### src/rtl/fb_axi_rd_slave.sv
// AXI read-only slave that serves a synthetic framebuffer.
// One burst in flight at a time. Beats inside [FB_BASE, FB_BASE+FB_SIZE)
// return {~Aa[31:0], Aa[31:0]} (Aa = 8-byte aligned beat address); beats
// outside the window, or bursts with an unsupported type or size, return
// SLVERR with zero data but still deliver every beat of the burst.
module fb_axi_rd_slave #(
    parameter int unsigned           ADDR_WIDTH = 64,
    parameter int unsigned           DATA_WIDTH = 64,
    parameter logic [ADDR_WIDTH-1:0] FB_BASE    = ADDR_WIDTH'(64'h8000_0000),
    parameter logic [ADDR_WIDTH-1:0] FB_SIZE    = ADDR_WIDTH'(64'h0010_0000),
    parameter int unsigned           LATENCY    = 2
) (
    input  logic                  clk_a,
    input  logic                  reset_a,
    input  logic                  arvalid_i,
    output logic                  arready_o,
    input  logic [ADDR_WIDTH-1:0] araddr_i,
    input  logic [1:0]            arburst_i,
    input  logic [7:0]            arlen_i,
    input  logic [2:0]            arsize_i,
    output logic                  rvalid_o,
    input  logic                  rready_i,
    output logic [DATA_WIDTH-1:0] rdata_o,
    output logic [1:0]            rresp_o,
    output logic                  rlast_o,
    output logic                  busy_o
);

    // One extra bit so the window end cannot wrap when FB_BASE sits near the top.
    localparam logic [ADDR_WIDTH:0] FB_END = {1'b0, FB_BASE} + {1'b0, FB_SIZE};
    localparam logic [1:0] BURST_INCR  = 2'b01;
    localparam logic [1:0] RESP_OKAY   = 2'b00;
    localparam logic [1:0] RESP_SLVERR = 2'b10;
    // WAIT spans LATENCY-1 cycles; the counter runs down to zero inclusive.
    localparam logic [3:0] WAIT_INIT   = (LATENCY > 1) ? 4'(LATENCY - 2) : 4'd0;

    typedef enum logic [1:0] {S_IDLE, S_WAIT, S_DATA} state_t;

    state_t                  state_q;
    logic [ADDR_WIDTH-1:0]   addr_q;      // address of the beat currently presented / next to present
    logic [ADDR_WIDTH-1:0]   next_addr_d;
    logic [1:0]              burst_q;
    logic [2:0]              size_q;
    logic [7:0]              remain_q;    // beats left after the current one
    logic [3:0]              wait_q;
    logic                    arready_q;
    logic                    rvalid_q;
    logic                    rlast_q;
    logic                    busy_q;
    logic [DATA_WIDTH-1:0]   rdata_q;
    logic [1:0]              rresp_q;

    function automatic logic beat_err(input logic [ADDR_WIDTH-1:0] a,
                                      input logic [1:0]            burst,
                                      input logic [2:0]            size);
        return (a < FB_BASE) || ({1'b0, a} >= FB_END) || burst[1] || (size > 3'd3);
    endfunction

    function automatic logic [DATA_WIDTH-1:0] beat_data(input logic [ADDR_WIDTH-1:0] a);
        logic [31:0] aa;
        aa = {a[31:3], 3'b000};
        return DATA_WIDTH'({~aa, aa});
    endfunction

    // Address of the following beat: INCR steps by the beat size, anything else holds.
    always_comb begin
        next_addr_d = addr_q;
        if (burst_q == BURST_INCR)
            next_addr_d = addr_q + (ADDR_WIDTH'(1) << size_q);
    end

    // Burst FSM with all outputs registered.
    always_ff @(posedge clk_a or posedge reset_a) begin
        if (reset_a) begin
            state_q   <= S_IDLE;
            addr_q    <= '0;
            burst_q   <= '0;
            size_q    <= '0;
            remain_q  <= '0;
            wait_q    <= '0;
            arready_q <= 1'b0;
            rvalid_q  <= 1'b0;
            rlast_q   <= 1'b0;
            busy_q    <= 1'b0;
            rdata_q   <= '0;
            rresp_q   <= '0;
        end else begin
            case (state_q)
                S_IDLE: begin
                    arready_q <= 1'b1;
                    if (arvalid_i && arready_q) begin
                        addr_q    <= araddr_i;
                        burst_q   <= arburst_i;
                        size_q    <= arsize_i;
                        remain_q  <= arlen_i;
                        arready_q <= 1'b0;
                        busy_q    <= 1'b1;
                        if (LATENCY <= 1) begin
                            // No wait phase: present beat 0 straight away.
                            state_q  <= S_DATA;
                            rvalid_q <= 1'b1;
                            rlast_q  <= (arlen_i == 8'd0);
                            if (beat_err(araddr_i, arburst_i, arsize_i)) begin
                                rdata_q <= '0;
                                rresp_q <= RESP_SLVERR;
                            end else begin
                                rdata_q <= beat_data(araddr_i);
                                rresp_q <= RESP_OKAY;
                            end
                        end else begin
                            state_q <= S_WAIT;
                            wait_q  <= WAIT_INIT;
                        end
                    end
                end
                S_WAIT: begin
                    if (wait_q == 4'd0) begin
                        state_q  <= S_DATA;
                        rvalid_q <= 1'b1;
                        rlast_q  <= (remain_q == 8'd0);
                        if (beat_err(addr_q, burst_q, size_q)) begin
                            rdata_q <= '0;
                            rresp_q <= RESP_SLVERR;
                        end else begin
                            rdata_q <= beat_data(addr_q);
                            rresp_q <= RESP_OKAY;
                        end
                    end else begin
                        wait_q <= wait_q - 4'd1;
                    end
                end
                S_DATA: begin
                    if (rready_i) begin
                        if (rlast_q) begin
                            state_q   <= S_IDLE;
                            rvalid_q  <= 1'b0;
                            rlast_q   <= 1'b0;
                            rdata_q   <= '0;
                            rresp_q   <= '0;
                            busy_q    <= 1'b0;
                            arready_q <= 1'b1;
                        end else begin
                            // Next beat back-to-back, no bubble.
                            addr_q   <= next_addr_d;
                            remain_q <= remain_q - 8'd1;
                            rlast_q  <= (remain_q == 8'd1);
                            if (beat_err(next_addr_d, burst_q, size_q)) begin
                                rdata_q <= '0;
                                rresp_q <= RESP_SLVERR;
                            end else begin
                                rdata_q <= beat_data(next_addr_d);
                                rresp_q <= RESP_OKAY;
                            end
                        end
                    end
                end
                default: state_q <= S_IDLE;
            endcase
        end
    end

    assign arready_o = arready_q;
    assign rvalid_o  = rvalid_q;
    assign rlast_o   = rlast_q;
    assign busy_o    = busy_q;
    assign rdata_o   = rdata_q;
    assign rresp_o   = rresp_q;

endmodule
### config.mk
export PLATFORM = sky130hd
export DESIGN_NAME = fb_axi_rd_slave
export DESIGN_NICKNAME = d
export VERILOG_FILES = /design/src/rtl/fb_axi_rd_slave.sv
export SDC_FILE = /design/constraint.sdc
export NUM_CORES = 1
export LEC_CHECK = 0
export CORE_UTILIZATION = 30
export DETAILED_ROUTE_END_ITERATION = 8
export SETUP_SLACK_MARGIN = 0.2
export SLEW_MARGIN = 15
export SYNTH_ARGS = -nofsm -noshare
export SYNTH_HDL_FRONTEND = slang
export SYNTH_SLANG_ARGS = --single-unit
### constraint.sdc
create_clock -name clk_a -period 14.2 [get_ports clk_a]
set_clock_uncertainty 0.05 [all_clocks]
set_input_delay 2.84 -clock clk_a [delete_from_list [all_inputs] [get_ports clk_a]]
set_output_delay 2.84 -clock clk_a [all_outputs]
set_load 0.005 [all_outputs]
# Word level (Yosys, flattened, before mapping)
# Index checks and enable logic that the tools add are counted.
# totals
register_bits	153
# classes
add_sub_neg	3
magnitude_cmp	5
eq_ne	10
shift	1
n_mux	43
n_bitwise	2
reduce_logical	21
# ops
operator	n
$mux W64	9
$pmux W64 S2	2
$ge A64 B32 Y1 const B	2
$lt A64 B32 Y1 const B	2
$add A64 B64 Y64	1
$not A32 Y32	2
$shl A1 B3 Y64 const A	1
$mux W8	3
$mux W2	9
$pmux W8 S2	1
$reduce_and A4 Y1	4
$ne A2 B2 Y1 const B	6
$mux W1	10
$reduce_and A3 Y1	3
$eq A8 B1 Y1 const B	1
$logic_not A8 Y1	1
$mux W4	2
$pmux W1 S2	4
$pmux W4 S2	1
$sub A8 B1 Y8 const B	1
$logic_or A1 B1 Y1	6
$pmux W2 S3	1
$reduce_bool A2 Y1	3
$eq A2 B1 Y1 const B	2
other kinds (8)	8

# Logic depth before layout (Yosys ltp)
# Gate-level depths: netlist of run 1.
# depth
ltp_word	11
mapped_depth	19
depth_no_buf	14

# Least setup slack after synthesis of run 1
# Ideal clock, no wire load.
# synth_timing
path_kind	reg-to-reg
start	register size_q[2]
end	register rdata_q[10], in the netlist rdata_o[10]
arrival_ps	4882
setup_slack_ps	9186
stages_incl_launch_ff	17
path_buffers	4
path_cell_list	dfrtp_1 > clkbuf_1 > or3b_2 > fa_1 > and2b_1 > o211ai_1 > and3_1 > buf_2 > nor3_1 > xor2_1 > or4_1 > or4_1 > buf_6 > or4_4 > buf_6 > or3_1 > a31oi_1
# synth_between
elab_chain_len	11
elab_cells_between_ends	16
classes_between	1 x add/sub; 3 x order compare; 1 x shift; 7 x mux; 4 x reduce/logical
# synth_lines
element	line	rtl
from (decl)	43	logic [2:0] size_q;
from (signal assigned)	94	size_q <= arsize_i;
$shl A1 B3 Y64	69	next_addr_d = addr_q + (ADDR_WIDTH'(1) << size_q);
$add A64 B64 Y64	69	
$mux W64	68	if (burst_q == BURST_INCR)
$lt A64 B32 Y1 / $ge A64 B32 Y1 (equally long branches)	56	return (a < FB_BASE) || ({1'b0, a} >= FB_END) || burst[1] || (size > 3'd3);
$logic_or A1 B1 Y1 (3 in series)	56	
$mux W64	147	if (beat_err(next_addr_d, burst_q, size_q)) begin
$mux W64	134	if (rlast_q) begin
$mux W64	133	if (rready_i) begin
$pmux W64 S2 *	88	case (state_q)
to (signal assigned)	107	rdata_q <= beat_data(araddr_i);
to (signal assigned)	125	rdata_q <= beat_data(addr_q);
to (signal assigned)	151	rdata_q <= beat_data(next_addr_d);
to (decl)	50	logic [DATA_WIDTH-1:0] rdata_q;
# Mark *: on every way between the ends. The rest lies on a longest branch, timed or not. The select of a mux whose other input is x is not followed.
# A chain may end at the register's enable or synchronous reset.

# Final worst setup path of run 1
# layout_timing
start	register size_q[0]
end	register rdata_q[39], in the netlist rdata_o[39]
# Same word-level chain as after synthesis.

==> results of run 1 <==
[worst paths after layout]
kind / from / to / slack (ps) / depth (start not counted)
setup / recovery: size_q[0]$_DFFE_PP0P_ / rdata_o[39]$_DFFE_PP0P_ / 8370 / 12
hold / removal: rdata_o[50]$_DFFE_PP0P_ / rdata_o[50]$_DFFE_PP0P_ / 430 / 2
setup reg to reg: size_q[0]$_DFFE_PP0P_ / rdata_o[39]$_DFFE_PP0P_ / 8370 / 12
hold reg to reg: rdata_o[50]$_DFFE_PP0P_ / rdata_o[50]$_DFFE_PP0P_ / 430 / 2
max in group asynchronous: reset_a / addr_q[5]$_DFFE_PP0P_ / 9790 / 3
min in group asynchronous: reset_a / rdata_o[30]$_DFFE_PP0P_ / 2850 / 2
[cells in the final DEF, fill, tap and decap left out, drive strengths merged, types with 9 or more instances in the layout]
cell type,instances
xnor2,21
buf,12
o22ai,23
nand2b,12
nand3,55
dfrtp,147
inv,28
and4,12
a21oi,131
or3,11
nor4,28
nand4,43
nor3,25
nand2,119
a2bb2oi,13
a22oi,9
o21ai,95
ha,11
o211ai,13
nor2,146
xor2,10
o21a,16
a211oi,10
a31oi,13
clkdlybuf4s50,146
or4,11
clkbuf,17
and3,32
[cell families after synthesis]
logic type,count (synthesis),share of synthesized area
AOI/OAI and AO/OA,375,0.233
xor gates and xnor gates,31,0.0274
adders and majority gates,12,0.0159
buffers and inverters,136,0.0596
DFF,147,0.371
muxes,14,0.0150
other,1,0.000379
and+or+nand+nor,537,0.277
[registers in the layout (all words and copies together), names as in the netlist]
| name | flops |
|---|---|
| addr_q | 64 |
| rdata_o | 59 |
| remain_q | 8 |
| wait_q | 4 |
| size_q | 3 |
| burst_q | 2 |
| state_q | 2 |
| arready_o | 1 |
| busy_o | 1 |
| rlast_o | 1 |
| rresp_o | 1 |
| rvalid_o | 1 |
[area by class of cell]
cell class,count,area (µm²),area share
inverters,20,80.1,0.00658
repair buffers,158,1550,0.127
multi-input cells,973,5680,0.466
flip-flops and latches,147,3680,0.302
clock inverters,15,210,0.0173
well taps,442,553,0.0454
clock buffers,17,425,0.0349
[layer usage]
layer	wire length (µm)	part of all wire
met2	15800	0.45
met3	2280	0.064
met1	16400	0.46
met5	0	0
met4	879	0.025
[report_power, final]
| part | switching [mW] | total [mW] | internal (mW) |
|---|---|---|---|
| clock | 0.218 | 0.503 | 0.285 |
| sequential | 0.288 | 0.862 | 0.574 |
| combinational | 0.624 | 1.06 | 0.437 |
[worst max-delay path, stage by stage (launching register included)]
cell and delay, ps:
dfrtp_1 490, or3b_2 510, fa_1 440, and2b_1 300, o211ai_1 150, and3_1 310, nor3_1 610, xor2_1 150
or4_1 540, or4_1 740, nor4_4 1030, a21oi_1 180, o21ai_0 220
==> results.toml, run 1 <==
[run_status]
status = "completed"

[cts]
cts_setup_buffers = 0
cts_resized = 0
holdBufCountCts = 0
root_buffer = "clkbuf_16"
cts_buffer_depth = 2
h-tree-depth = 4
clk_pin_slew_worst_paths_ps = 70
cts_tree = "yes"
numCtsBuffers = 17
cts_sinks = 147
clk_latency_ps = 450

[critical_path]
critPathRequiredTime_ps = 14510
cp_max_fo = 19
crit_type = "flip-flop to flip-flop"
worstPathArrival_ps = 6140
startpoint_type = "flip-flop"
crit_path_end_kind = "flip-flop"

[grt]
antenna_found_initial = 0
grt_first_pass_wirelength_um = 54800
grt_usage = 0.211
grt_max_degree = 94
grt-ovfl-total = 0
met1_usage = 0.293
busiest_layer = "met2"
gr-usage-met2 = 0.324
met3_usage = 0.0428
grt_pass1_vias = 9215

[final_layout]
final_util = 0.374
fin_cells = 1772
fin_nets = 1410
areaGrowthSynthToFinish_pct = 23.0
finalInstanceArea_um2 = 12200
fill_cells = 3386
layout-drive-gt1-share = 0.0564
n_antenna_cell = 0

[sta]
slew-limit-headroom = 0.253
whs_ps = 431
fin_tns_setup_ps = 0
fin_crit_sh = 0.410
slew_violations = 0
tightest_slew_ps = 1110
min_period_ps = 5830
hold_viol = 0
fin_ws_ps = 8370
rsz0062_at_grt = "no"
clock.fmax_ghz = 0.172
setup_viol = 0

[yosys]
yosys-top-cells-count = "dfrtp_1, nor2_1, a21oi_1"
ys.flop_type = "dfrtp_1"
synthTopCellsByArea = "dfrtp_1, a21oi_1, nor2_1"
synth-async-reset-ratio = 1.00
synth_area_um2 = 9900
ys.warnings.count = 0
synth_cells = 1253
synth_seq_area_share = 0.371
synth_cell_types = 79
synth_edf_count = 0
synth.most_common_cell = "dfrtp_1"
yosys.area.top_type = "dfrtp_1"
yosys.area.top_type_share = 0.371
ys_ff_latch = 147
syn_avg_cell_area_um2 = 7.90

[detailed_routing]
ant_nets = 0
drc = 0
drt_iter0_drc = 737
vias = 9978
vias_per_cell = 5.63
routedWlPerCell_um = 20.0
firstDrtPassIters = 5
wirelength_um = 35400

[placement]
gp_congestion = 0.936
post-dp-hpwl_um = 25500
numPortBuffers = 146
placed_cells = 1740
placed_area_um2 = 11500
pre_cts_slack_ps = 8540

[die]
die_y_um = 184
die-area_um2 = 33700
rows = 66
dieWidth_um = 184
ios = 151
core_area_um2 = 32500
initial_utilization = 0.304

[job]
max_cap_violations = 0

[pwr]
totalPowerFinal_mw = 2.43
p_leak_nw = 4.54
cellPowerDensity_nw_per_um2 = 199
peakVddDrop_v = 0.0000751

[hold_path]
hp-class = "flip-flop to flip-flop"
Note: power is estimated with default switching activity, not from simulation.
==> inputs of run 2 (changes only) <==
==> constraint.sdc (replaced) <==
create_clock -name clk_a -period 4.7 [get_ports clk_a]
set_clock_uncertainty 0.05 [all_clocks]
set_input_delay 0.94 -clock clk_a [delete_from_list [all_inputs] [get_ports clk_a]]
set_output_delay 0.94 -clock clk_a [all_outputs]
set_load 0.005 [all_outputs]
==> results.toml, run 2 (synthesis results as in run 1) <==
[hold_path]
holdCritStartpoint = "rdata_o[11]$_DFFE_PP0P_"
hold_depth = 2
hp-class = "flip-flop to flip-flop"
hold_end = "rdata_o[11]$_DFFE_PP0P_"

[sta]
slew-limit-headroom = 0.328
setup_viol = 0
fin_ws_ps = 220
slew_violations = 0
fin_crit_sh = 0.953
whs_ps = 434
tightest_slew_ps = 1010
hold_viol = 0
min_period_ps = 4480
clock.fmax_ghz = 0.223
rsz0062_at_grt = "yes"
fin_tns_setup_ps = 0

[critical_path]
slowest_stage = "or4_1"
cp_max_fo = 8
r2r-start = "size_q[2]$_DFFE_PP0P_"
worst_r2r_endpoint = "rresp_o[1]$_DFFE_PP0P_"
cp_top_family = "simple AND/OR/NAND/NOR gates"
crit_chain = "nor3_2 > ha_2 > inv_2 > fa_2 > and2b_2 > o211ai_1 > and3_4 > buf_6 > nor4_4 > xnor2_1 > or4_1 > or4_4 > buf_4 > nor4b_1 > o21ai_0 > a22o_1"
startpoint_type = "flip-flop"
reg2reg_depth = 16
critPathRequiredTime_ps = 4990
worst-path-buf-inv = 3
reg2reg_slack_ps = 220
crit_type = "flip-flop to flip-flop"
worstPathArrival_ps = 4770
crit_path_end_kind = "flip-flop"
critPathMaxStageDelay_ps = 530

[cts]
cts_sinks = 147
clk_latency_ps = 450
holdBufCountCts = 0
root_buffer = "clkbuf_16"
cts_tree = "yes"
cts_buffer_depth = 2
clk_pin_slew_worst_paths_ps = 80
numCtsBuffers = 17
h-tree-depth = 4

[placement]
numPortBuffers = 146
post-dp-hpwl_um = 27300
placed_area_um2 = 12100
pre_cts_slack_ps = 83.5
placed_cells = 1800
gp_congestion = 0.976

[die]
core_area_um2 = 32500
ios = 151
die-area_um2 = 33700
die_y_um = 184
dieWidth_um = 184
initial_utilization = 0.304
rows = 66

[detailed_routing]
ant_nets = 0
wirelength_um = 36900
drc = 0
vias_per_cell = 5.56
firstDrtPassIters = 5
drt_iter0_drc = 778
vias = 10200
routedWlPerCell_um = 20.0

[final_layout]
layout-drive-gt1-share = 0.122
areaGrowthSynthToFinish_pct = 29.9
fill_cells = 3331
fin_cells = 1841
n_antenna_cell = 0
top_register = "addr_q"
fin_nets = 1479
layout_common_cells = "nor2_1, clkdlybuf4s50_1, dfrtp_1, a21oi_1, nand2_1"
finalInstanceArea_um2 = 12900
largest_register_ffs = 64

[grt]
grt_pass1_vias = 9874
grt_first_pass_wirelength_um = 57300
antenna_found_initial = 0
grt_max_degree = 84
grt_usage = 0.221
grt-ovfl-total = 0

[pwr]
p_leak_nw = 4.96
cellPowerDensity_nw_per_um2 = 587
peakVddDrop_v = 0.000264

[job]
max_cap_violations = 0

[run_status]
status = "completed"
-- run 2: through the flow --
step / utilization / total power, mW
after floorplan: - / 4.74
after global placement: 0.371 / 6.00
after detailed placement: 0.371 / 6.07
after CTS: 0.390 / 7.50
after global routing: 0.395 / 8.09
final: 0.395 / 7.55
-- run 2: worst max path at each step --
stage | from | depth (start not counted) | slack (ps) | endpoint
floorplan | size_q[2]$_DFFE_PP0P_ | 18 | 190 | rdata_o[10]$_DFFE_PP0P_
global placement | size_q[2]$_DFFE_PP0P_ | 13 | 160 | rdata_o[10]$_DFFE_PP0P_
detailed placement | size_q[2]$_DFFE_PP0P_ | 15 | 80 | rdata_o[10]$_DFFE_PP0P_
CTS | size_q[0]$_DFFE_PP0P_ | 13 | 210 | rdata_o[10]$_DFFE_PP0P_
global route | size_q[2]$_DFFE_PP0P_ | 15 | 50 | rdata_o[19]$_DFFE_PP0P_
finish | size_q[2]$_DFFE_PP0P_ | 16 | 220 | rresp_o[1]$_DFFE_PP0P_
-- run 2: final cells by class --
| class | instances | area, µm² | area share |
|---|---|---|---|
| Inverter | 20 | 78.8 | 0.00613 |
| Tap cell | 442 | 553 | 0.0430 |
| Clock buffer | 17 | 425 | 0.0331 |
| Clock inverter | 15 | 164 | 0.0127 |
| Sequential cell | 147 | 3680 | 0.286 |
| Multi-Input combinational cell | 973 | 5830 | 0.453 |
| Timing Repair Buffer | 227 | 2130 | 0.166 |
-- run 2: timing repair --
| action | 4_1_cts | 5_1_grt |
|---|---|---|
| buffers inserted | 1 | 7 |
| pin swaps | 0 | 5 |
| gates cloned | 0 | 1 |
| hold endpoints to repair | 0 | 0 |
| endpoints found under the setup margin | 47 | 48 |
| resized for setup | 6 | 20 |
-- run 2: where the power goes --
group / total, mW / leakage [nW] / switching [mW] / internal, mW
sequential: 2.48 / 1.79 / 0.737 / 1.74
combinational: 3.67 / 2.89 / 2.15 / 1.52
clock: 1.40 / 0.283 / 0.686 / 0.714
total: 7.55 / 4.96 / 3.57 / 3.97
-- run 2: tightest hold or removal path: cells and delay by family (launching register included) --
family	cells	cell delay, ps
flip-flops	1	340
AO/OA/AOI/OAI	1	60
AND/OR/NAND/NOR	1	50
-- run 2: per-layer routing --
metal,GRT usage,wire [µm],share of wire,vias to the layer above
li1,-,-,-,4837
met1,0.299,16800,0.45,4988
met2,0.359,17400,0.47,354
met3,0.0361,1920,0.052,53
met4,0.0693,835,0.023,0
met5,0,0,0,-
==> patch 1: new RTL, flow settings as in run 2 <==
Encoding of `state_t`: now one-hot (3 bits for 3 states).
--- a/src/rtl/fb_axi_rd_slave.sv
+++ b/src/rtl/fb_axi_rd_slave.sv
@@ -35,5 +35,5 @@
     localparam logic [3:0] WAIT_INIT   = (LATENCY > 1) ? 4'(LATENCY - 2) : 4'd0;
 
-    typedef enum logic [1:0] {S_IDLE, S_WAIT, S_DATA} state_t;
+    typedef enum logic [2:0] {S_IDLE = 3'b001, S_WAIT = 3'b010, S_DATA = 3'b100} state_t;
 
     state_t                  state_q;
Check against the original RTL: no difference found for any inputs over 4 cycles, from zero or initial values and one cycle with reset_a high; so few cycles prove little.
==> patch 1 against run 2 <==
Critical path depth is 3 lower. Largest power group unchanged. Die area is 0.92% higher. Total power is 5.9% lower. Worst setup slack better by 180 ps. Synthesized cell count is 1.2% higher. Area after synthesis is 0.93% higher. Sequential share of layout area is 0.70 points higher. Final area is 1.8% lower. Sequential cell count is 1 higher. Critical endpoint is now rdata_o[14]. Highest routed layer unchanged. Routed wire length is 9.5% higher. First-iteration DRC count is 27% higher.
==> patch 1: results (changes against run 2) <==
Total GRT Usage: 24.1% (+2.1 points)
Average size of a mapped cell: 7.88 um2 (-0.26%)
CP arrival: 4580 ps (-190 ps)
Post-synthesis mux area share: 1.23% (-0.28 points)
DRT iter0 DRCs: 985 (+27%)
Vias in the first global route: 10,300 (+3.9%)
Slew HR: 29.3% (-3.4 points)
RePlAce Congestion: 1.01 (+3.3%)
Adder-Cell Fraction of Synth Area: 1.58% (-0.015 points)
Switching Share: 46.4% (-0.90 points)
Met3 WL: 2.71 mm (+41%)
Met1 Usage GRT: 33.6% (+3.8 points)
Pleak: 5.01 nW (+0.93%)
Share of cells above drive strength 1: 8.12% (-4.1 points)
Synth cell count leaders: dfrtp_1 (147), a21oi_1 (136), nand2_1 (132)
Area contributors post-synth: dfrtp_1 (37%), a21oi_1 (6.8%), nand2_1 (5.0%)
Seq pwr: 2.63 mW (+6%)
Largest net degree at the start of global routing: 67 (-20%)
Worst r2r dst: rdata_o[14]
R2R cell count: 13 (-3)
Hold Path Origin: remain_q[7]
M3 GR Usage: 3.66% (+0.050 points)
Vias per cell: 5.76 (+3.6%)
CTS HTree Levels: 4 (unchanged)
Met1 WL: 18.1 mm (+8.1%)
R2R setup slack: 400 ps (+180 ps)
Status: finished, final reports clean
Max VDD drop: 0.000339 V (+29%)
Placed insts: 1,801 (+0.056%)
Final #Nets: 1,471 (-0.54%)
PostCTS Resize Cnt: 0 (-6)
Xor/xnor share of the synthesized area: 3.77% (+1.0 points)
Post-Place Worst Slack: 463 ps (+379 ps)
CP max-delay cell: or3b_2
Hold endpoint: remain_q[7]
Register area share after synthesis: 37.1% (-0.081 points)
Final Routed Wirelength: 40.4 mm (+9.5%)
Combinational power: 3.02 mW (-18%)
Avg WL per Cell: 22.0 um (+10%)
Met2 Use GR: 36.7% (+0.88 points)
Post-CTS Setup Inserts: 0 (-1)
Crit path max fanout: 11 (+3)
Area after DPL: 12,000 um2 (-0.53%)
First-pass GRT wire length: 62.3 mm (+8.8%)
Met2 wire length: 18.0 mm (+3.8%)
==> patch 1: worst max-delay path by stage <==
stage / from / to / slack (ps)
final: size_q[2] / rdata_o[14] / 400
after global routing: size_q[2] / rdata_o[19] / 240
after CTS: size_q[2] / rdata_o[19] / 430
after detailed placement: size_q[2] / rdata_o[14] / 460
after global placement: size_q[2] / rdata_o[14] / 520
after floorplan: size_q[2] / rdata_o[18] / 760
==> patch 1: cells by family after synthesis <==
group,count (synthesis)
AND/OR/NAND/NOR,570
AO/OA/AOI/OAI,348
flip-flops,148
buffers and inverters,134
XOR/XNOR,43
adder cells (fa/ha/maj),12
multiplexers,12
other,1
==> patch 1: final cells by class <==
cell class | instances | area [um2]
fill | 3360 | 20000
multi-input combinational | 989 | 5810
sequential | 148 | 3700
timing repair buffer | 197 | 1870
tap | 442 | 553
clock buffer | 17 | 425
clock inverter | 15 | 176
inverter | 25 | 97.6
==> patch 2: new RTL, config.mk and constraints of run 2 <==
Without the edit above. The parameter `ADDR_WIDTH` goes from 64 to 72.
--- a/src/rtl/fb_axi_rd_slave.sv
+++ b/src/rtl/fb_axi_rd_slave.sv
@@ -5,5 +5,5 @@
 // SLVERR with zero data but still deliver every beat of the burst.
 module fb_axi_rd_slave #(
-    parameter int unsigned           ADDR_WIDTH = 64,
+    parameter int unsigned           ADDR_WIDTH = 72,
     parameter int unsigned           DATA_WIDTH = 64,
     parameter logic [ADDR_WIDTH-1:0] FB_BASE    = ADDR_WIDTH'(64'h8000_0000),
Interface: changed (resized araddr_i); port bits go from 151 to 159. No check against the original RTL was run, so the function may have changed too.
==> patch 2 against run 2 <==
Total power increased by 11%. Hold slack improved by 6.8 ps. Routed wire length rose by 25%. Critical path depth increased by 1. Sequential cell count rose by 8. Final area grew 5.8%. Worst setup slack improved by 81 ps. Area after synthesis grew 8.1%. Utilization down 0.44 points. Critical path type unchanged. Critical endpoint is now rdata_o[31].
==> patch 2: results (changes against run 2) <==
Status: finished, final reports clean
Met1 WL: 20.6 mm (+23%)
Total number of vias: 11,400 (+12%)
Finished Layout Cells: 1,959 (+6.4%)
Final #Nets: 1,592 (+7.6%)
Crit path max fanout: 35 (+27)
Synth cell count leaders: a21oi_1 (159), dfrtp_1 (155), nor2_1 (151)
RePlAce Congestion: 1.00 (+2.5%)
Pleak: 5.25 nW (+5.7%)
Max VDD drop: 0.000288 V (+9.3%)
Met3 WL: 3.49 mm (+82%)
Initial DRT Pass Iterations: 6 (+1)
Largest net degree at the start of global routing: 87 (+3.6%)
Register area share after synthesis: 36.2% (-0.92 points)
Largest register FFs: 72 (+13%)
Share of cells above drive strength 1: 9.85% (-2.4 points)
Slew HR: 27.7% (-5.1 points)
DRT iter0 DRCs: 1,124 (+44%)
Critical path's largest stage delay: 510 ps (-20 ps)
Top sig layer: met5
Syn Inst Count: 1,364 (+8.9%)
CP max-delay cell: dfrtp_1
Initial antenna violation count: 2 (+2)
DP HPWL: 34.2 mm (+25%)
Final Routed Wirelength: 46.0 mm (+25%)
Synth cell types: 72 (-8.9%)
[patch 2: cell types whose count changed in the layout (fill, tap and decap cells not counted), moves of 11 or more]
cell | before | now
a2bb2oi_1 | 13 | 0
buf_4 | 75 | 64
nand2_1 | 119 | 132
nand3_1 | 55 | 68
nor4_1 | 24 | 35
a21oi_1 | 129 | 158
o21a_1 | 16 | 31
[patch 2: final cells by class]
class                   instances  area, um2
fillers                      3556      21200
repair buffers                221       2080
multi-input cells            1066       6340
well taps                     455        569
clock inverters                15        195
diodes                          1       2.50
clock buffers                  17        425
flip-flops and latches        155       3880
inverters                      29        113
[patch 2: per-stage QoR]
step	area (um2)	power (mW)	setup TNS (ps)
2_1_floorplan	10700	5.11	0
3_3_place_gp	12900	6.67	-12890
3_5_place_dp	12900	6.70	-15810
4_1_cts	13500	8.27	0
5_1_grt	13600	8.88	0
6_report	13600	8.34	0
[patch 2: cells by family (layout without fill, tap and decap cells)]
kind of cell / count (synthesis) / count (layout) / synth area share [%]
and+or+nand+nor: 591 / 591 / 28.2
AOI/OAI and AO/OA: 404 / 404 / 23.5
DFF: 155 / 155 / 36.2
buffers and inverters: 146 / 282 / 5.82
xor gates and xnor gates: 41 / 41 / 3.35
adders and majority gates: 13 / 13 / 1.59
muxes: 13 / 13 / 1.31
other: 1 / 5 / 0.0350
[patch 2: critical path: cells and delay by family, from the launching register on]
kind | cells | cell delay, ps
flip-flops | 1 | 510
multiplexers | 1 | 220
AND/OR/NAND/NOR | 7 | 1410
AO/OA/AOI/OAI | 3 | 690
adder cells (fa/ha/maj) | 2 | 670
buffers and inverters | 4 | 750
[patch 2: path summary, 6_finish.rpt]
path	end	slack (ps)	cells after the start
worst max-delay path	rdata_o[31]	300	17
worst min-delay path	rdata_o[52]	440	1
worst max register to register	rdata_o[31]	300	17
worst min register to register	rdata_o[52]	440	1
max in group asynchronous	size_q[2]	2820	3
min in group asynchronous	rdata_o[18]	770	2
[patch 2: routing by layer]
| layer | vias up | global-route usage (%) |
|---|---|---|
| li1 | 5236 | - |
| met1 | 5569 | 35.5 |
| met2 | 532 | 39.0 |
| met3 | 83 | 5.03 |
| met4 | 2 | 8.43 |
| met5 | - | 0 |
[patch 2: repair_timing]
| item | in CTS | in global routing |
|---|---|---|
| pin swaps | 1 | 4 |
| endpoints found under the setup margin | 48 | 47 |
| buffers inserted | 1 | 3 |
| gates resized for setup | 7 | 9 |
| cloned | 0 | 0 |
[patch 2: power groups by stage]
stage               clock (mW)  sequential [mW]  combinational, mW
floorplan                    0             2.21               2.90
global placement             0             2.74               3.93
detailed placement           0             2.74               3.96
CTS                       1.53             2.73               4.02
global route              1.58             2.84               4.46
finish                    1.50             2.76               4.08
